[src/rtl/if_id_stage.sv]
// IF/ID pipeline register: two-entry skid buffer (main M + skid S) with valid/ready
// handshakes, flush, and MIPS field split. Optional perf counters via `IFID_PERF_CNT_EN.
module if_id_stage #(
  parameter int          PC_W      = 32,
  parameter logic [31:0] NOP_INSTR = 32'h0000_0000
) (
  input  logic            clk,
  input  logic            rst,
  input  logic            in_valid,
  output logic            in_ready,
  input  logic [31:0]     in_instr,
  input  logic [PC_W-1:0] in_pc,
  input  logic            flush,
  output logic            out_valid,
  input  logic            out_ready,
  output logic [31:0]     out_instr,
  output logic [PC_W-1:0] out_pc,
  output logic [PC_W-1:0] out_pc_plus4,
  output logic [5:0]      out_opcode,
  output logic [4:0]      out_rs,
  output logic [4:0]      out_rt,
  output logic [4:0]      out_rd,
  output logic [4:0]      out_shamt,
  output logic [5:0]      out_funct,
  output logic [15:0]     out_imm16,
  output logic [25:0]     out_target26
`ifdef IFID_PERF_CNT_EN
  ,
  output logic [31:0]     stall_cnt,
  output logic [31:0]     flush_cnt
`endif
);

  logic            m_valid;
  logic [31:0]     m_instr;
  logic [PC_W-1:0] m_pc;
  logic            s_valid;
  logic [31:0]     s_instr;
  logic [PC_W-1:0] s_pc;

  logic accept;
  logic m_free;

  // in_ready comes straight from the skid flop, so decode backpressure never
  // reaches fetch combinationally.
  assign in_ready = ~s_valid;
  assign accept   = in_valid & in_ready;
  assign m_free   = ~m_valid | out_ready;

  // NOTE: all state updates use non-blocking assignments so every flop samples
  // the pre-edge values of its neighbours, which the M<-S move depends on.
  always_ff @(posedge clk or posedge rst) begin
    if (rst) begin
      m_valid <= 1'b0;
      m_instr <= NOP_INSTR;
      m_pc    <= '0;
      s_valid <= 1'b0;
      s_instr <= '0;
      s_pc    <= '0;
    end else if (flush) begin
      m_valid <= 1'b0;
      m_instr <= NOP_INSTR;
      s_valid <= 1'b0;
    end else if (m_free) begin
      if (s_valid) begin
        m_valid <= 1'b1;
        m_instr <= s_instr;
        m_pc    <= s_pc;
        s_valid <= 1'b0;
      end else if (accept) begin
        m_valid <= 1'b1;
        m_instr <= in_instr;
        m_pc    <= in_pc;
      end else begin
        m_valid <= 1'b0;
      end
    end else if (accept) begin
      s_valid <= 1'b1;
      s_instr <= in_instr;
      s_pc    <= in_pc;
    end
  end

  assign out_valid    = m_valid;
  assign out_instr    = m_instr;
  assign out_pc       = m_pc;
  assign out_pc_plus4 = m_pc + PC_W'(4);

  // Field slices stay live while out_valid=0; decode qualifies them.
  assign out_opcode   = m_instr[31:26];
  assign out_rs       = m_instr[25:21];
  assign out_rt       = m_instr[20:16];
  assign out_rd       = m_instr[15:11];
  assign out_shamt    = m_instr[10:6];
  assign out_funct    = m_instr[5:0];
  assign out_imm16    = m_instr[15:0];
  assign out_target26 = m_instr[25:0];

`ifdef IFID_PERF_CNT_EN
  always_ff @(posedge clk or posedge rst) begin
    if (rst) begin
      stall_cnt <= '0;
      flush_cnt <= '0;
    end else begin
      if (m_valid & ~out_ready) stall_cnt <= stall_cnt + 32'd1;
      if (flush)                flush_cnt <= flush_cnt + 32'd1;
    end
  end
`endif

endmodule

[config.mk]
export PLATFORM = sky130hd
export DESIGN_NAME = if_id_stage
export DESIGN_NICKNAME = d
export VERILOG_FILES = /design/src/rtl/if_id_stage.sv
export SDC_FILE = /design/constraint.sdc
export NUM_CORES = 1
export LEC_CHECK = 0
export CAP_MARGIN = 5
export CORE_MARGIN = 3
export CORE_UTILIZATION = 49
export DETAILED_ROUTE_END_ITERATION = 7
export PLACE_DENSITY = 0.87
export SLEW_MARGIN = 20
export SYNTH_ARGS = -nofsm -noshare
export SYNTH_HDL_FRONTEND = slang
export SYNTH_SLANG_ARGS = --single-unit
[constraint.sdc]
create_clock -name clk -period 8.1 [get_ports clk]
set_input_delay 0.81 -clock clk [delete_from_list [all_inputs] [get_ports clk]]
set_output_delay 0.81 -clock clk [all_outputs]
set_load 0.05 [all_outputs]
==> impl_metrics.tcl, run 1 <==
set metrics [dict create \
    status "finished clean" \
    synth_cell_type_count 32 \
    overflow 0 \
    period_minus_slack_ns 3.798 \
    hold_buffers 0 \
    die_y_um 122.3 \
    fillers 898 \
    clockRootBuffer "clkbuf_16" \
    r2r_cells 5 \
    path_clk_slew_ns 0.06 \
    grt_pass1_wl_um 25630 \
    use_met1 0.2530 \
    drtPass1Iterations 4 \
    avgSynthCellArea_sq_um 11.32 \
    use_met2 0.3810 \
    synth_top_family_by_area "multiplexers" \
    critPathArrivalTime_ns 2.99 \
    worst-path-buf-inv 1 \
    routed-via-count 4930 \
    cp_slowest_cell "clkdlybuf4s50_1" \
    synth_mux_area_frac 0.2055 \
    row_count 41 \
    ys_ff_latch 130 \
    dieArea_sq_mm 0.01495 \
    crit_path_max_fanout 11 \
    viasPerCell 5.313 \
    yosys.area.top_type_share 0.4911 \
    htree_levels 4 \
    cts_tree "yes" \
    final_nets 813 \
    grt_usage 0.2189 \
    cts_setup_buffers 0 \
    io_buffers 240 \
    ys_seq_area_frac 0.4911 \
    diodes 0 \
    timing.setup.tns_ns 0 \
    hold_viol 0 \
    synth_xor_area_frac 0.03702 \
    vdd_ir_drop_max_v 0.0001538 \
    wl_um 16320 \
    drive_above_1_share 0.1362 \
    synth_warnings 0 \
    synth-adder-area-share 0.001889 \
    rsz0062_at_grt "false" \
    fin_util 0.7086 \
    areaGrowthSynthToFinish_pct 38.29 \
    drc 0 \
    grt_pass1_vias 5113 \
    timing.fmax_mhz 263.3 \
    cp_top_family "simple AND/OR/NAND/NOR gates" \
    slowest_delay_ns 0.84 \
    cp-end-kind "output pin" \
    netlist_area_sq_mm 0.006624 \
    initial_core_util 0.5124 \
    antenna_found_initial 0 \
    slew_headroom 0.4087 \
    synthesis.nets 655 \
    maxCapViolCount 0 \
    numCtsBuffers 17 \
    crit_required_ns 7.29 \
    netlist_instances 585 \
    finalSetupViolations 0 \
    cts_resized 0 \
    grt.busiest_layer "met2" \
    drtAntennaViolNets 0 \
    io_pins 241 \
    insertion_delay_ns 0.41 \
    skew_ns 0.008194 \
    cts_sinks 130 \
    synth_compound_area_frac 0.06120 \
    p_leak_nw 3.658 \
    cp.depth 5 \
    cts_buffer_depth 2 \
    drt_iter0_drc 264 \
    grt_max_degree 72 \
    wire_per_inst_um 17.58 \
    worstSetupStartpointType "flip-flop" \
    crit_type "flip-flop to output pin" \
    core_sq_mm 0.01293 \
    power.density_mw_per_mm2 271.2 \
    maxSlewViolCount 0 \
    fin_crit_sh 0.4688 \
    tightest_slew_ns 0.8870 \
    use_met3 0.07419 \
    hpwl_um 11370 \
    gp_congestion 0.8267 \
    whs_path_depth 1 \
    crit_chain "nand4_2, nor4_4, nand4_1, xnor2_1, clkdlybuf4s50_1" \
    die_w_um 122.3 \
    synth_area_leaders "dfrtp_1 49%, mux2i_1 9.7%, mux2_2 9.0%" \
    yosys.area_share.simple 0.09124 \
    worst_hold_path_type "flip-flop to flip-flop" \
    yosysTopAreaCell "dfrtp_1" \
]
worst register-to-register path: stages (launching register included):
cell and delay (ns):
dfrtp_4 0.86, buf_4 0.62, nor2_1 0.13, nand3_2 0.09, buf_4 0.66, mux2_2 0.49
Yosys cell counts, drive strengths merged:
library cell,instances
nand4,10
nor4,1
buf,101
nor2,72
mux2i,64
xnor2,23
mux2,64
nor3,5
nand3,14
and3,3
dfrtp,130
inv,4
and4,3
and2,2
ha,1
xor2,5
nand2b,1
nand2,10
a21oi,33
clkbuf,6
and2b,1
a211oi,32
area by class of cell:
cell class | count | area [sq um] | area share
Sequential cell | 130 | 3257 | 0.3556
Multi-Input combinational cell | 344 | 2629 | 0.2870
Timing Repair Buffer | 246 | 2447 | 0.2672
Clock buffer | 20 | 456.7 | 0.04986
Tap cell | 172 | 215.2 | 0.02349
Clock inverter | 12 | 137.6 | 0.01503
Inverter | 4 | 17.52 | 0.001912
state kept, by name, summed over array words and instances (netlist names):
name and flops:
s_pc 32, out_instr 32, s_instr 32, s_valid 1
out_valid 1, out_pc 32
report_power, final:
group	internal, mW	switching (mW)
clock network	0.495	0.271
logic	0.311	0.531
registers	0.772	0.104
total	1.58	0.906
path summary, 6_finish.rpt:
kind / from / endpoint / slack [ns]
max: out_pc[13]$_DFFE_PP0P_ / out_pc_plus4[23] / 4.30
min: s_instr[11]$_DFFE_PP0P_ / s_instr[11]$_DFFE_PP0P_ / 0.50
max reg2reg: s_valid$_DFFE_PP0P_ / s_pc[2]$_DFFE_PP0P_ / 5.13
min reg2reg: s_instr[11]$_DFFE_PP0P_ / s_instr[11]$_DFFE_PP0P_ / 0.50
max in group asynchronous: rst / s_valid$_DFFE_PP0P_ / 5.70
min in group asynchronous: rst / s_pc[1]$_DFFE_PP0P_ / 0.89
metal layers:
layer | wire length, um | up-vias
met5 | 0 | -
met4 | 282 | 0
met3 | 1318 | 27
met2 | 8289 | 198
met1 | 6425 | 2424
li1 | - | 2281
cell usage in the layout (no fill, tap or decap), types with 9 or more instances in the layout:
master	n
clkdlybuf4s50_1	240
dfrtp_1	129
nor2_1	70
mux2i_1	64
mux2_2	53
a21oi_1	33
a211oi_1	32
xnor2_1	23
clkbuf_16	17
nand3_1	12
mux2_1	11
nand2_1	10
nand4_1	9
cell families after synthesis:
logic type	after synthesis
AOI/OAI and AO/OA	65
xor gates and xnor gates	28
adders and majority gates	1
buffers and inverters	111
DFF	130
muxes	128
and+or+nand+nor	122
stage by stage:
stage / std cells / power, mW / area (sq um) / setup WS [ns] / hold WS, ns
5_1_grt: 928 / 2.583 / 9160 / 4.131 / 0.5109
3_5_place_dp: 896 / 1.727 / 8566 / 4.749 / 0.4855
6_report: 928 / 2.484 / 9160 / 4.302 / 0.4953
2_1_floorplan: 585 / 1.467 / 6624 / 3.821 / 0.4640
4_1_cts: 928 / 2.501 / 9160 / 4.304 / 0.4982
3_3_place_gp: 896 / 1.701 / 8566 / 4.861 / 0.4729
Power figures use the tool's default switching activity.
==> inputs of run 2 (changes only) <==
--- a/config.mk
+++ b/config.mk
@@ -7,9 +7,9 @@
 export LEC_CHECK = 0
 export CAP_MARGIN = 5
 export CORE_MARGIN = 3
-export CORE_UTILIZATION = 49
+export CORE_UTILIZATION = 45
 export DETAILED_ROUTE_END_ITERATION = 7
-export PLACE_DENSITY = 0.87
+export PLACE_DENSITY = 0.81
 export SLEW_MARGIN = 20
 export SYNTH_ARGS = -nofsm -noshare
 export SYNTH_HDL_FRONTEND = slang
==> constraint.sdc (replaced) <==
create_clock -name clk -period 3.6 [get_ports clk]
set_input_delay 0.36 -clock clk [delete_from_list [all_inputs] [get_ports clk]]
set_output_delay 0.36 -clock clk [all_outputs]
set_load 0.05 [all_outputs]
==> run 2 against run 1 <==
  * Sequential power increased by 120%
  * Sequential share of layout area decreased by 0.073 points
  * Routed wire length decreased by 1.2%
  * Largest cell class unchanged
==> impl_metrics.tcl, run 2 (synthesized netlist as in run 1, its figures left out) <==
set metrics [dict create \
    fin_ws_ns 0.2125 \
    numCtsBuffers 17 \
    p_leak_nw 3.643 \
    multi_input_area_sq_mm 0.002636 \
    slew_headroom 0.3643 \
    worst_hold_path_type "flip-flop to flip-flop" \
    power.density_mw_per_mm2 603.6 \
    final_common_cell "clkdlybuf4s50_1" \
    antenna_found_initial 0 \
    wl_um 16120 \
    clockRootBuffer "clkbuf_16" \
    row_count 43 \
    core_sq_mm 0.01415 \
    die_y_um 127.3 \
    areaGrowthSynthToFinish_pct 38.57 \
    holdWs_ns 0.4946 \
    drc 0 \
    grt_max_degree 131 \
    drt_iter0_drc 228 \
    io_buffers 240 \
    drive_above_1_share 0.1349 \
    fin_crit_sh 0.9410 \
    initial_core_util 0.4681 \
    dieArea_sq_mm 0.01621 \
    diodes 0 \
    insertion_delay_ns 0.41 \
    routed-via-count 4906 \
    rsz0062_at_grt "false" \
    final_cell_mix "240 x clkdlybuf4s50_1, 129 x dfrtp_1, 70 x nor2_1, 64 x mux2i_1, 53 x mux2_2" \
    hold_viol 0 \
    maxCapViolCount 0 \
    timing.setup.tns_ns 0 \
    period_minus_slack_ns 3.387 \
    vdd_ir_drop_max_v 0.0004401 \
    drtAntennaViolNets 0 \
    crit_path_max_fanout 11 \
    overflow 0 \
    status "finished clean" \
    finalSetupViolations 0 \
    hold_buffers 0 \
    worstSetupStartpointType "flip-flop" \
    timing.fmax_mhz 295.2 \
    seq_area_sq_mm 0.003257 \
    critPathArrivalTime_ns 3.03 \
    final_nets 813 \
    maxSlewViolCount 0 \
    skew_ns 0.008469 \
    viasPerCell 5.241 \
    drtPass1Iterations 4 \
    cts_tree "yes" \
    tightest_slew_ns 0.9535 \
    cts_setup_buffers 0 \
    grt_usage 0.2006 \
    grt_pass1_vias 5040 \
    crit_type "flip-flop to output pin" \
    die_w_um 127.3 \
    cts_buffer_depth 2 \
    place_ws_ns 0.6115 \
    path_clk_slew_ns 0.05 \
    wire_per_inst_um 17.22 \
    cp-end-kind "output pin" \
    fillers 1047 \
    cts_sinks 130 \
    htree_levels 4 \
    io_pins 241 \
    hpwl_um 11390 \
    cts_resized 0 \
    gp_congestion 0.8388 \
    crit_required_ns 3.24 \
    grt_pass1_wl_um 25880 \
]
run 2: changes by cell type in the layout (fill, tap and decap cells not counted):
| cell | change |
|---|---|
| buf_12 | +1 |
| buf_4 | -1 |
| bufinv_16 | -1 |
| clkbuf_1 | +1 |
| clkbuf_8 | +1 |
| clkinv_2 | -3 |
| clkinvlp_4 | +3 |
| inv_4 | -1 |
| nand3_2 | -1 |
| nand3_4 | +1 |
run 2: metal layers:
layer	global-route usage	wire length [um]	vias to the layer above
met5	0	0	-
met3	0.07149	1498	27
met2	0.3391	7918	231
li1	-	-	2283
met4	0.06625	291	0
met1	0.2385	6407	2365
run 2: final timing paths:
check / start / end / slack [ns] / depth (start not counted)
max reg2reg: s_valid$_DFFE_PP0P_ / s_pc[11]$_DFFE_PP0P_ / 1.08 / 3
min: s_instr[11]$_DFFE_PP0P_ / s_instr[11]$_DFFE_PP0P_ / 0.49 / 1
max: out_pc[12]$_DFFE_PP0P_ / out_pc_plus4[31] / 0.21 / 5
min reg2reg: s_instr[11]$_DFFE_PP0P_ / s_instr[11]$_DFFE_PP0P_ / 0.49 / 1
max in group asynchronous: rst / s_valid$_DFFE_PP0P_ / 2.55 / 3
min in group asynchronous: rst / s_instr[3]$_DFFE_PP0P_ / 0.53 / 3
run 2: area by class of cell:
| class | count | share of cell area |
|---|---|---|
| Tap cell | 180 | 0.02454 |
| Inverter | 4 | 0.002045 |
| Clock buffer | 22 | 0.05166 |
| Sequential cell | 130 | 0.3548 |
| Multi-Input combinational cell | 344 | 0.2872 |
| Clock inverter | 10 | 0.01172 |
| Timing Repair Buffer | 246 | 0.2680 |
run 2: power breakdown:
part / switching (mW) / total [mW] / internal, mW / leakage [nW]
registers: 0.228 / 1.96 / 1.74 / 1.58
logic: 1.19 / 1.90 / 0.703 / 1.79
clock network: 0.613 / 1.68 / 1.07 / 0.282
run 2: critical path, stage by stage (launching register included):
cell             delay, ns
dfrtp_1               0.50
nand4_2               0.17
nor4_4                0.67
nand4_1               0.26
xnor2_1               0.20
clkdlybuf4s50_1       0.82
run 2: per-stage QoR:
stage,area [sq um],util,total power [mW],std cells
4_1_cts,9179,0.6487,5.586,936
5_1_grt,9179,0.6487,5.771,936
6_report,9179,0.6487,5.541,936
3_3_place_gp,8597,0.6076,3.838,904
2_1_floorplan,6628,-,3.301,585
3_5_place_dp,8597,0.6076,3.884,904
